## config.mk

```make
export PLATFORM = sky130hd
export DESIGN_NAME = instr_encoder_loader
export DESIGN_NICKNAME = d
export VERILOG_FILES = /design/src/rtl/instr_encoder_loader.sv
export SDC_FILE = /design/constraint.sdc
export NUM_CORES = 1
export LEC_CHECK = 0
export BUFFER_PORTS_ARGS = -buffer_cell sky130_fd_sc_hd__buf_2
export CORE_ASPECT_RATIO = 1.1
export CORE_MARGIN = 3
export CORE_UTILIZATION = 52
export CTS_CLUSTER_DIAMETER = 120
export DETAILED_ROUTE_END_ITERATION = 8
export PLACE_DENSITY = 0.93
export RECOVER_POWER = 100
export SLEW_MARGIN = 20
export SYNTH_ARGS = -nofsm -noshare
export SYNTH_HDL_FRONTEND = slang
export SYNTH_SLANG_ARGS = --single-unit
export TNS_END_PERCENT = 20
```

## constraint.sdc

```tcl
create_clock -name clk -period 3.9 [get_ports clk]
set_input_delay 0.39 -clock clk [delete_from_list [all_inputs] [get_ports clk]]
set_output_delay 0.39 -clock clk [all_outputs]
set_load 0.02 [all_outputs]
```

## src/rtl/instr_encoder_loader.sv

```systemverilog
// rtl/instr_encoder_loader.sv - encodes symbolic MIPS instructions and loads them into instruction memory at boot
module instr_encoder_loader #(
    parameter int ADDR_W = 6
) (
    input  logic              clk,
    input  logic              rst_n,
    input  logic              start,
    input  logic              in_valid,
    output logic              in_ready,
    input  logic [2:0]        in_kind,
    input  logic [4:0]        in_rs,
    input  logic [4:0]        in_rt,
    input  logic [4:0]        in_rd,
    input  logic [15:0]       in_imm,
    input  logic              in_last,
    output logic              imem_we,
    output logic [ADDR_W-1:0] imem_addr,
    output logic [31:0]       imem_wdata,
    output logic [ADDR_W:0]   word_count,
    output logic              cpu_hold,
    output logic              done,
    output logic              err
);

    typedef enum logic [1:0] {
        S_IDLE = 2'd0,
        S_LOAD = 2'd1,
        S_DONE = 2'd2,
        S_ERR  = 2'd3
    } state_t;

    state_t              r_state;
    state_t              w_next;
    logic                w_clear;
    logic                w_accept;
    logic                w_ptr_max;
    logic [31:0]         w_word;
    logic [ADDR_W-1:0]   r_ptr;
    logic [ADDR_W:0]     r_count;
    logic                r_we;
    logic [ADDR_W-1:0]   r_addr;
    logic [31:0]         r_wdata;

    assign in_ready   = (r_state == S_LOAD);
    assign done       = (r_state == S_DONE);
    assign err        = (r_state == S_ERR);
    assign cpu_hold   = (r_state != S_DONE);
    assign w_accept   = in_valid & in_ready;
    assign w_ptr_max  = &r_ptr;
    assign imem_we    = r_we;
    assign imem_addr  = r_addr;
    assign imem_wdata = r_wdata;
    assign word_count = r_count;

    // Instruction encoder: rd is don't-care for I-type, imm is don't-care for R-type
    always_comb begin
        w_word = '0;
        case (in_kind)
            3'd0:    w_word = {6'b000000, in_rs, in_rt, in_rd, 5'b00000, 6'b100000};
            3'd1:    w_word = {6'b000000, in_rs, in_rt, in_rd, 5'b00000, 6'b100010};
            3'd2:    w_word = {6'b000000, in_rs, in_rt, in_rd, 5'b00000, 6'b100100};
            3'd3:    w_word = {6'b000000, in_rs, in_rt, in_rd, 5'b00000, 6'b100101};
            3'd4:    w_word = {6'b000000, in_rs, in_rt, in_rd, 5'b00000, 6'b101010};
            3'd5:    w_word = {6'b100011, in_rs, in_rt, in_imm};
            3'd6:    w_word = {6'b101011, in_rs, in_rt, in_imm};
            default: w_word = {6'b000100, in_rs, in_rt, in_imm};
        endcase
    end

    // Session state register
    always_ff @(posedge clk or negedge rst_n) begin
        if (!rst_n) begin
            r_state <= S_IDLE;
        end else begin
            r_state <= w_next;
        end
    end

    // Next-state logic; start is only honoured outside LOAD
    always_comb begin
        w_next  = r_state;
        w_clear = 1'b0;
        case (r_state)
            S_LOAD: begin
                if (w_accept) begin
                    if (in_last) begin
                        w_next = S_DONE;
                    end else if (w_ptr_max) begin
                        w_next = S_ERR;
                    end
                end
            end
            default: begin
                if (start) begin
                    w_next  = S_LOAD;
                    w_clear = 1'b1;
                end
            end
        endcase
    end

    // Write datapath: accepted word appears on the memory port one cycle later, pointer never wraps
    always_ff @(posedge clk or negedge rst_n) begin
        if (!rst_n) begin
            r_ptr   <= '0;
            r_count <= '0;
            r_we    <= 1'b0;
            r_addr  <= '0;
            r_wdata <= '0;
        end else begin
            r_we <= w_accept;
            if (w_clear) begin
                r_ptr   <= '0;
                r_count <= '0;
            end else if (w_accept) begin
                r_addr  <= r_ptr;
                r_wdata <= w_word;
                r_count <= r_count + (ADDR_W+1)'(1);
                if (!w_ptr_max) begin
                    r_ptr <= r_ptr + ADDR_W'(1);
                end
            end
        end
    end

endmodule
```

Yosys cells after proc, flatten, opt, wreduce, memory -nomap -nowiden --
Cells that the tools add are included.
Operators by class: add/sub/neg operators 2, equal/unequal tests 13, mux-type cells 13, bitwise gates (word level) 2, reductions and logical operators 7
Operators by type and width (number):
- one-hot mux 32 bit (7 select lines) | 1
- two-way mux 6 bit | 3
- two-way mux 7 bit | 2
- two-way mux 2 bit | 5
- equality test 3 bit, second input constant | 3
- adder 7 x 1 -> 7 bit, second input constant | 1
- adder 6 x 1 -> 6 bit, second input constant | 1
- equality test 3 x 2 -> 1 bit, second input constant | 2
- AND reduction 6 bit | 1
- equality test 2 bit, second input constant | 2
- inequality test 2 bit, second input constant | 2
- AND reduction 2 bit | 2
- nonzero test 2 bit | 2
- equality test 3 x 1 -> 1 bit, second input constant | 1
- zero test 3 bit | 1
- inequality test 3 x 1 -> 1 bit, second input constant | 1
- AND reduction 3 bit | 1
- equality test 2 x 1 -> 1 bit, second input constant | 1
- two-way mux 1 bit | 2
- inequality test 2 x 1 -> 1 bit, second input constant | 1
- AND 1 bit | 1
- NOT 1 bit | 1
Word-level totals: register bits after elaboration 54, input port bits 39

Depth between registers and ports, before layout --
Gate-level depths: netlist of run 1.
word-level depth 5, mapped depth 6

Worst setup path before layout of run 1 --
Ideal clock, no wire load.
path kind reg2reg, start point reg r_ptr[0], end point reg r_ptr[3], arrival time 1248 ps, slack 2513 ps, cell stages (with the launch flop) 6, cells stage by stage dfrtp_1 -> ha_1 -> nand3_1 -> nor2_1 -> o311ai_0 -> o41ai_1
Between the ends: word-level cells in the longest chain between the ends 4, elaborated cells between the ends (all ways) 7, classes of those cells add/sub: 1; eq/ne: 1; mux: 3; reduce/logical: 2
RTL lines:
- from (decl) | RTL line 38 | logic [ADDR_W-1:0] r_ptr;
- from (signal assigned) | RTL line 120 | r_ptr <= r_ptr + ADDR_W'(1);
- adder 6 x 1 -> 6 bit | RTL line 120
- two-way mux 6 bit | RTL line 119 | if (!w_ptr_max) begin
- two-way mux 6 bit | RTL line 115 | end else if (w_accept) begin
- two-way mux 6 bit | RTL line 112 | if (w_clear) begin
Several ways; a longest one is shown, not always the timed one. The select of a mux whose other input is x is not followed. A chain may end at the register's enable or synchronous reset.

Worst setup path after layout of run 1 --
start point reg r_state[1], end point reg r_ptr[0]
Between the ends: word-level cells in the longest chain between the ends 4, elaborated cells between the ends (all ways) 7, classes of those cells eq/ne: 2; mux: 2; bitwise: 1; reduce/logical: 2
RTL lines:
- from (decl) | RTL line 32 | state_t r_state;
- from (signal assigned) | RTL line 75 | r_state <= w_next;
- equality test 2 x 1 -> 1 bit * | RTL line 44, 83
- two-way mux 1 bit / AND 1 bit (equally long branches) | RTL line 83, 48
- inequality test 2 bit (no source line) / nonzero test 2 bit (equally long branches)
- AND reduction 2 bit (no source line)
Every way passes the cells marked *; elsewhere a longest branch is shown, timed or not.

==> results_dict.tcl, run 1 <==
set metrics [dict create \
    fmax_mhz 423 \
    endpoint_kind "flip-flop" \
    numCtsBuffers 5 \
    htree_levels 2 \
    worst_setup_path_start_kind "flip-flop" \
    place_ws_ns 1.63 \
    yosysSeqAreaShare_pct 56.9 \
    grt_max_degree 57 \
    drive_gt1_share_pct 15.2 \
    critPathKind "flip-flop to flip-flop" \
    cp-startpoint "r_state[1]" \
    clkTransAtPathRegs_ns 0.10 \
    via_per_inst 5.12 \
    rr_worst_depth 6 \
    setup_viol 0 \
    share_seq_of_total_power_pct 45.4 \
    io_pins 89 \
    drt_first_pass_iters 4 \
    ys_async_sr_fraction_pct 100 \
    tns_ns 0 \
    antennaDiodeCount 0 \
    die_y_microns 74.9 \
    p_int_mw 1.03 \
    drtIter0Drc 140 \
    cts.hold.buffers_added 0 \
    die_area_sq_mm 0.00514 \
    power_mw 1.61 \
    dr_total_vias 1883 \
    cp_max_fo 56 \
    overflow 0 \
    tightest_slew_ns 2.56 \
    fill_cells 373 \
    final_cells 368 \
    fp.coreArea_sq_mm 0.00405 \
    wl_microns 4800 \
    die_w_microns 68.6 \
    cts_tree "yes" \
    syn_to_final_growth_pct 21.1 \
    rows 24 \
    synth.net_count 277 \
    seq_area_sq_mm 0.00128 \
    antenna_found_initial 0 \
    ys_top_cells_by_area "dfrtp_1 (57%), nand2_1 (12%), o21ai_0 (3.3%)" \
    final_cell_mix "nand2_1 (70), dfrtp_1 (51), clkbuf_1 (50), buf_2 (37), nor2_1 (18)" \
    hold_slack_ns 0.259 \
    fin_crit_sh_pct 60.6 \
    finalCriticalPeriod_ns 2.36 \
    cts-root-buf "clkbuf_8" \
    dp_hpwl_microns 3420 \
    synth_cell_types 34 \
    routedWlPerCell_microns 13.0 \
    ys_warn_count 0 \
    synth_top_area_cell "dfrtp_1" \
    timing.rr.start "r_state[1]" \
    failed_checks "capacitance limit, slew limit" \
    peakVddDrop_v 0.000315 \
    holdCritPathClass "primary input to flip-flop" \
    route.detailed.drc 0 \
    ys_ff_latch 51 \
    post_cts_buffers 0 \
    crit_arrival_ns 2.54 \
    synth-main-ff-cell "dfrtp_1" \
    swShare_pct 36.0 \
    port-buffer-count 87 \
    clock_power_share_pct 26.7 \
    nNetsFinal 356 \
    layout_commonest_cell "nand2_1" \
    ctsResizeCount 0 \
    clk_latency_ns 0.31 \
    outcome "finished with violations" \
    fin_skew_ns 0.00897 \
    synthesis.area_sq_mm 0.00224 \
    final-hold-violation-count 0 \
    globalRouteTotalUtil_pct 20.2 \
    initial_utilization_pct 55.4 \
    setup_ws_ns 1.54 \
    drtAntennaViolNets 0 \
    report.final.slew_viol_count 52 \
    r2r_end "r_ptr[0]" \
    clkSinkCount 51 \
    cts_max_path_buffers 2 \
    endpoint "r_ptr[0]" \
    multiInputGateArea_sq_um 831 \
    grt_pass1_vias 1729 \
    gp_congestion 0.787 \
    p_sw_mw 0.578 \
    grt_setup_unrepaired "false" \
    p_leak_nw 1.34 \
    r2r_setup_slack_ns 1.54 \
    dp_cells 360 \
    cp_data_required_time_ns 4.08 \
    maxCapViolCount 1 \
    powerDensity_mw_per_mm2 591 \
    grt_pass1_wl_microns 7700 \
    syn_avg_cell_area_sq_um 9.51 \
    synth-edff-count 0 \
    synth_top_area_share_pct 56.9 \
    combPwrFrac_pct 27.9 \
    relSlewSlack_pct -70.4 \
    synthCells 236 \
]
stage by stage:
step                utilization (%)  area, sq um
global placement               65.5         2660
detailed placement             65.5         2660
floorplan                         -         2240
global route                   67.1         2720
CTS                            68.9         2790
finish                         67.1         2720
power groups by stage:
stage	Sequential [mW]	Clock, mW	Combinational [mW]
floorplan	0.851	0	0.197
global placement	0.730	0	0.473
detailed placement	0.734	0	0.489
CTS	0.725	0.436	0.489
global route	0.746	0.453	0.501
finish	0.730	0.429	0.449
routing by layer:
metal	global-route usage [%]	wire, microns	vias up	share of wire [%]
met2	35.4	2460	77	51
met3	4.03	356	7	7.4
met5	0	0	-	0
met1	23.7	1900	869	40
met4	8.83	82	0	1.7
li1	-	-	930	-
worst max-delay path, stage by stage (launching register included):
cell      delay (ns)
dfrtp_1         0.41
nand3b_1        0.18
buf_4           0.30
inv_1           0.67
o21ai_0         0.39
nand3_1         0.18
o21ai_0         0.09
cells in the mapped netlist (2+ instances only):
cell,instances
xnor2_1,3
mux2i_1,5
buf_4,3
a21oi_1,4
xor2_1,3
buf_2,8
nand2_1,70
buf_6,2
nand4_1,2
a22o_1,6
nor3_1,5
nand3_1,11
dfrtp_1,51
o21ai_0,15
inv_1,8
nor2_1,18
and2_1,2
clkbuf_1,3
ha_1,2
worst min-delay path by stage:
stage,startpoint,slack (ns),cells past startpoint,end
CTS,in_rt[1],0.25,3,imem_wdata[17]
floorplan,rst_n,0.09,0,imem_addr[0]
finish,in_rt[1],0.26,3,imem_wdata[17]
global route,in_rt[4],0.26,3,imem_wdata[20]
global placement,imem_wdata[24],0.45,2,imem_wdata[24]
detailed placement,imem_addr[4],0.46,2,imem_addr[4]
registers in the layout, summed over array words and instances, names as in the netlist:
signal,count
imem_addr,6
imem_wdata,29
imem_we,1
r_ptr,6
r_state,2
word_count,7
final cells by class:
cell class	instances	area share, %
clock inverter	3	2.49
clock buffer	5	2.53
inverter	8	1.10
sequential	51	46.9
multi-input combinational	161	30.6
tap	52	2.39
timing repair buffer	88	14.0
cells by family after synthesis:
group / count (synthesis) / synth area share [%]
compound gates: 33 / 9.70
xor+xnor: 6 / 2.34
fa+ha+maj: 2 / 1.11
buf+inv: 24 / 5.63
flops: 51 / 56.9
mux: 6 / 2.73
other cells: 1 / 0.167
simple gates: 113 / 21.5
Power figures use the tool's default switching activity.
==> inputs of run 2 (changes only) <==
--- a/config.mk
+++ b/config.mk
@@ -5,13 +5,14 @@
 export SDC_FILE = /design/constraint.sdc
 export NUM_CORES = 1
 export LEC_CHECK = 0
+export ABC_AREA = 1
 export BUFFER_PORTS_ARGS = -buffer_cell sky130_fd_sc_hd__buf_2
 export CORE_ASPECT_RATIO = 1.1
 export CORE_MARGIN = 3
-export CORE_UTILIZATION = 52
+export CORE_UTILIZATION = 49
 export CTS_CLUSTER_DIAMETER = 120
 export DETAILED_ROUTE_END_ITERATION = 8
-export PLACE_DENSITY = 0.93
+export PLACE_DENSITY = 0.87
 export RECOVER_POWER = 100
 export SLEW_MARGIN = 20
 export SYNTH_ARGS = -nofsm -noshare
==> constraint.sdc (replaced) <==
create_clock -name clk -period 2.2 [get_ports clk]
set_input_delay 0.22 -clock clk [delete_from_list [all_inputs] [get_ports clk]]
set_output_delay 0.22 -clock clk [all_outputs]
set_load 0.02 [all_outputs]
==> run 2 against run 1 <==
  * Critical endpoint unchanged
  * Fmax increased by 39%
  * Clock skew decreased by 0.0034 ns
  * The flow now finishes without violations
  * First-iteration DRC count decreased by 16%
  * Combinational power increased to 3.1 times the previous value
  * Clock power increased by 21%
  * Synthesized cell count increased by 25%
  * Sequential power increased by 100%
  * Sequential share of layout area decreased by 2.0 points
  * Count of clock-buffer cells in the layout unchanged
  * Register-to-register slack got worse by 1.0 ns
  * Non-clock buffer count increased by 4
  * Synthesized area increased by 8.4%
==> results_dict.tcl, run 2 <==
set metrics [dict create \
    outcome "finished, final reports clean" \
    ys_top_cells_by_count "nand2_1 (108), dfrtp_1 (51), inv_1 (24)" \
    drive_gt1_share_pct 13.9 \
    slowest_delay_ns 0.39 \
    drtAntennaViolNets 0 \
    crit_arrival_ns 1.94 \
    share_seq_of_total_power_pct 43.5 \
    ys_ff_latch 51 \
    die_w_microns 73.2 \
    die_area_sq_mm 0.00585 \
    cp_data_required_time_ns 2.43 \
    synth_cell_types 23 \
    fin_crit_sh_pct 77.5 \
    p_int_mw 1.87 \
    tns_ns 0 \
    maxCapViolCount 0 \
    cts-root-buf "clkbuf_8" \
    via_per_inst 4.95 \
    drt_first_pass_iters 4 \
    crit_path_frequent_cell "nor2_1" \
    numCtsBuffers 5 \
    globalRouteTotalUtil_pct 18.4 \
    critPathTopFamily "simple AND/OR/NAND/NOR gates" \
    clkTransAtPathRegs_ns 0.09 \
    post_cts_buffers 0 \
    cts_max_path_buffers 2 \
    htree_levels 2 \
    fp.coreArea_sq_mm 0.00472 \
    gp_congestion 0.840 \
    synthesis.area_sq_mm 0.00243 \
    route.detailed.drc 0 \
    die_y_microns 79.9 \
    cts.hold.buffers_added 1 \
    nNetsFinal 422 \
    power_mw 3.41 \
    combPwrFrac_pct 41.4 \
    worst_setup_path_start_kind "flip-flop" \
    fmax_mhz 587 \
    final-hold-violation-count 0 \
    crit_chain "inv_1, nand2_1, inv_4, nand2_2, nor2_1, nor2_1, a21oi_2" \
    antennaDiodeCount 0 \
    swShare_pct 45.2 \
    dp_hpwl_microns 3970 \
    synth_top_area_cell "dfrtp_1" \
    syn_to_final_growth_pct 16.8 \
    seq_area_sq_mm 0.00128 \
    grt_pass1_vias 1986 \
    slowest_stage "dfrtp_1" \
    multiInputGateArea_sq_um 910 \
    clock_power_share_pct 15.1 \
    final_cell_mix "nand2_1 (109), dfrtp_1 (51), clkbuf_1 (51), buf_2 (38), o21ai_0 (34)" \
    fill_cells 473 \
    overflow 0 \
    finalCriticalPeriod_ns 1.70 \
    synth_top_area_share_pct 52.5 \
    rows 26 \
    report.final.slew_viol_count 0 \
    tightest_slew_ns 0.693 \
    finish.utilization_pct 60.2 \
    grt_pass1_wl_microns 8570 \
    layout_commonest_cell "nand2_1" \
    relSlewSlack_pct 53.8 \
    grt_max_degree 30 \
    fin_skew_ns 0.00557 \
    synth-edff-count 0 \
    top_layer_used "met4" \
    io_pins 89 \
    antenna_found_initial 0 \
    routedWlPerCell_microns 12.2 \
    wl_met3_microns 327 \
    powerDensity_mw_per_mm2 1200 \
    yosysMostFrequentCell "nand2_1" \
    ctsResizeCount 0 \
    holdCritPathClass "primary input to flip-flop" \
    drtIter0Drc 118 \
    synthCells 295 \
    cp_max_fo 28 \
    syn_avg_cell_area_sq_um 8.25 \
    clk_latency_ns 0.30 \
    p_leak_nw 1.45 \
    ys_async_sr_fraction_pct 100 \
    largest_reg_flops 29 \
    port-buffer-count 87 \
    wl_microns 5310 \
    timing.critical_path.buf_inv 2 \
    routedLengthMet1_microns 2280 \
    initial_utilization_pct 51.6 \
    yosysSeqAreaShare_pct 52.5 \
    ys_top_cells_by_area "dfrtp_1 (52%), nand2_1 (17%), nand3_1 (4.3%)" \
    synth-main-ff-cell "dfrtp_1" \
    grt_setup_unrepaired "false" \
    p_sw_mw 1.54 \
    dr_wl_met2_microns 2640 \
    critPathKind "flip-flop to flip-flop" \
    setup_viol 0 \
    peakVddDrop_v 0.000566 \
    endpoint_kind "flip-flop" \
    clkSinkCount 51 \
    dr_total_vias 2164 \
    ys_warn_count 0 \
    synth.net_count 336 \
    cts_tree "yes" \
]
run 2: cells by family (layout without fill, tap and decap cells):
family                     count (synthesis)  count (layout)  synth area share, %
adders and majority gates                  2               2                 1.03
AOI/OAI and AO/OA                         39              39                 9.11
buffers and inverters                     38             124                 8.75
xor gates and xnor gates                   1               1                0.360
other                                      1               1                0.154
DFF                                       51              51                 52.5
and+or+nand+nor                          163             163                 28.1
run 2: path summary, 6_finish.rpt:
path                                startpoint              to  slack, ns  cells after the start
max in group asynchronous                rst_n        r_ptr[2]       0.71                      3
worst max-delay path                r_state[1]        r_ptr[0]       0.50                      7
worst min-delay path                  in_rt[1]  imem_wdata[17]       0.11                      3
worst min register to register  imem_wdata[17]  imem_wdata[17]       0.48                      2
min in group asynchronous                rst_n   word_count[2]       0.47                      2
worst max register to register      r_state[1]        r_ptr[0]       0.50                      7
run 2: final cells by class:
type                            instances  area share [%]
Clock buffer                            5            2.42
Clock inverter                          2           0.484
Multi-Input combinational cell        206            32.0
Sequential cell                        51            44.9
Inverter                               25            3.39
Tap cell                               56            2.47
Timing Repair Buffer                   92            14.3
run 2: routing by layer:
metal | GRT usage, % | vias up
met5 | 0 | -
met4 | 5.54 | 0
met3 | 4.28 | 9
met2 | 32.0 | 74
met1 | 22.3 | 983
li1 | - | 1098
run 2: through the flow:
| stage | std cells | worst slack (ns) | cell area [sq um] | hold WS (ns) |
|---|---|---|---|---|
| 4_1_cts | 437 | 0.531 | 2940 | 0.0989 |
| 2_1_floorplan | 295 | 0.966 | 2430 | -0.0756 |
| 6_report | 437 | 0.495 | 2840 | 0.108 |
| 3_3_place_gp | 429 | 0.633 | 2850 | 0.268 |
| 3_5_place_dp | 429 | 0.551 | 2850 | 0.280 |
| 5_1_grt | 437 | 0.328 | 2840 | 0.111 |
run 2: power groups by stage:
stage          clock network (mW)  registers (mW)  logic (mW)
2_1_floorplan                   0            1.84       0.765
3_3_place_gp                    0            1.49        1.52
3_5_place_dp                    0            1.49        1.57
4_1_cts                     0.529            1.48        1.57
5_1_grt                     0.561            1.53        1.58
6_report                    0.517            1.48        1.41
run 2: worst reg2reg max path: stages, from the launching register on:
cell and delay [ns]:
dfrtp_1 0.39, inv_1 0.09, nand2_1 0.19, inv_4 0.13, nand2_2 0.29, nor2_1 0.36
nor2_1 0.09, a21oi_2 0.11
==> inputs of run 3 (changes only) <==
--- a/config.mk
+++ b/config.mk
@@ -5,14 +5,14 @@
 export SDC_FILE = /design/constraint.sdc
 export NUM_CORES = 1
 export LEC_CHECK = 0
-export ABC_AREA = 1
+export ABC_AREA = 0
 export BUFFER_PORTS_ARGS = -buffer_cell sky130_fd_sc_hd__buf_2
 export CORE_ASPECT_RATIO = 1.1
 export CORE_MARGIN = 3
-export CORE_UTILIZATION = 49
+export CORE_UTILIZATION = 43
 export CTS_CLUSTER_DIAMETER = 120
 export DETAILED_ROUTE_END_ITERATION = 8
-export PLACE_DENSITY = 0.87
+export PLACE_DENSITY = 0.83
 export RECOVER_POWER = 100
 export SLEW_MARGIN = 20
 export SYNTH_ARGS = -nofsm -noshare
==> constraint.sdc (replaced) <==
create_clock -name clk -period 1.5 [get_ports clk]
set_input_delay 0.15 -clock clk [delete_from_list [all_inputs] [get_ports clk]]
set_output_delay 0.15 -clock clk [all_outputs]
set_load 0.02 [all_outputs]
==> run 3 against run 2 <==
  * Critical path depth is 2 lower
  * Core utilization is 2.1 points lower
  * Largest power group unchanged
  * Hold slack worse by 0.072 ns
  * Combinational power is 8% lower
  * Final cell count is 12% lower
  * Critical path type unchanged
  * Fmax is 19% higher
  * Worst setup slack worse by 0.43 ns
  * Die area is 4.8% higher
  * Global-route usage is 0.81 points lower
  * Cell area is 0.79% lower
  * Largest cell class unchanged
  * Flip-flop and latch count stayed put
  * Register-to-register slack worse by 0.43 ns
==> results_dict.tcl, run 3 (synthesis results as in run 1) <==
set metrics [dict create \
    syn_to_final_growth_pct 25.6 \
    die_area_sq_mm 0.00612 \
    routedWlPerCell_microns 12.8 \
    rows 26 \
    dpl_cell_area_sq_mm 0.00274 \
    antennaDiodeCount 0 \
    p_leak_nw 1.42 \
    drtIter0Drc 95 \
    via_per_inst 5.03 \
    hold_depth 3 \
    grt_pass1_vias 1866 \
    drtAntennaViolNets 0 \
    clk_latency_ns 0.29 \
    final_cell_area_sq_mm 0.00282 \
    cp_data_required_time_ns 1.68 \
    maxCapViolCount 0 \
    place_ws_ns 0.0412 \
    port-buffer-count 87 \
    die_w_microns 74.9 \
    outcome "finished, final reports clean" \
    layout_commonest_cell "nand2_1" \
    final-hold-violation-count 0 \
    nNetsFinal 368 \
    worst_setup_path_start_kind "flip-flop" \
    crit_arrival_ns 1.61 \
    grt_setup_unrepaired "true" \
    rr_worst_depth 5 \
    fp.coreArea_sq_mm 0.00485 \
    final_cells 384 \
    wl_microns 4930 \
    drt_first_pass_iters 4 \
    cts_tree "yes" \
    final_cell_mix "nand2_1 (70), dfrtp_1 (51), clkbuf_1 (45), buf_2 (42), nor2_1 (17)" \
    holdCritPathClass "primary input to flip-flop" \
    setup_viol 0 \
    clkTransAtPathRegs_ns 0.09 \
    grt_max_degree 39 \
    dr_total_vias 1933 \
    report.final.slew_viol_count 0 \
    drive_gt1_share_pct 21.3 \
    io_pins 89 \
    grt_pass1_wl_microns 8390 \
    globalRouteTotalUtil_pct 17.6 \
    fin_skew_ns 0.00511 \
    dp_cells 371 \
    htree_levels 2 \
    cts-root-buf "clkbuf_8" \
    dp_hpwl_microns 3680 \
    finalCriticalPeriod_ns 1.44 \
    peakVddDrop_v 0.000708 \
    setup_ws_ns 0.0645 \
    cts_max_path_buffers 2 \
    gp_congestion 0.868 \
    route.detailed.drc 0 \
    overflow 0 \
    antenna_found_initial 0 \
    fin_crit_sh_pct 95.7 \
    die_y_microns 81.8 \
    cp_max_fo 17 \
    fmax_mhz 697 \
    largest_reg_flops 29 \
    endpoint_kind "flip-flop" \
    initial_utilization_pct 46.3 \
    clkSinkCount 51 \
    powerDensity_mw_per_mm2 1390 \
    hold_slack_ns 0.0365 \
    critPathKind "flip-flop to flip-flop" \
    numCtsBuffers 5 \
]
run 3: routing by layer:
metal,up-vias,wire (microns),GRT usage (%)
met1,912,2130,23.7
li1,956,-,-
met2,61,2440,28.3
met5,-,0,0
met4,0,30,4.45
met3,4,330,4.53
run 3: critical path: stages, from the launching register on:
cell      delay, ns
dfrtp_1        0.38
nand3b_1       0.27
buf_6          0.22
nor3_1         0.25
xnor2_1        0.16
nor2_1         0.06
run 3: through the flow:
step / total power [mW] / TNS, ns / util (%)
detailed placement: 3.26 / 0 / 56.5
global route: 4.22 / -0.118 / 58.2
floorplan: 2.73 / 0 / -
global placement: 3.22 / 0 / 56.5
CTS: 4.02 / 0 / 58.5
finish: 3.93 / 0 / 58.2
run 3: report_power, final:
| group | switching, mW | internal (mW) |
|---|---|---|
| Sequential | 0.205 | 1.67 |
| Combinational | 0.872 | 0.429 |
| Clock | 0.429 | 0.327 |
run 3: repair_timing:
item,4_1_cts,5_1_grt
hold endpoints to repair,19,0
resized for setup,0,7
setup endpoints to repair,0,10
hold buffers,1,0
setup buffers,0,4
run 3: final timing paths:
kind / start / to / slack [ns]
setup / recovery: r_state[1] / word_count[6] / 0.06
hold / removal: in_rs[4] / imem_wdata[25] / 0.04
setup reg to reg: r_state[1] / word_count[6] / 0.06
hold reg to reg: imem_wdata[18] / imem_wdata[18] / 0.48
max in group asynchronous: rst_n / imem_wdata[0] / 0.30
min in group asynchronous: rst_n / word_count[4] / 0.34
run 3: area by class of cell:
class | instances | area, sq um
clock buffers | 6 | 72.6
well taps | 56 | 70.1
clock inverters | 2 | 12.5
fillers | 436 | 2030
multi-input cells | 161 | 861
repair buffers | 100 | 497
flip-flops and latches | 51 | 1280
inverters | 8 | 30.0
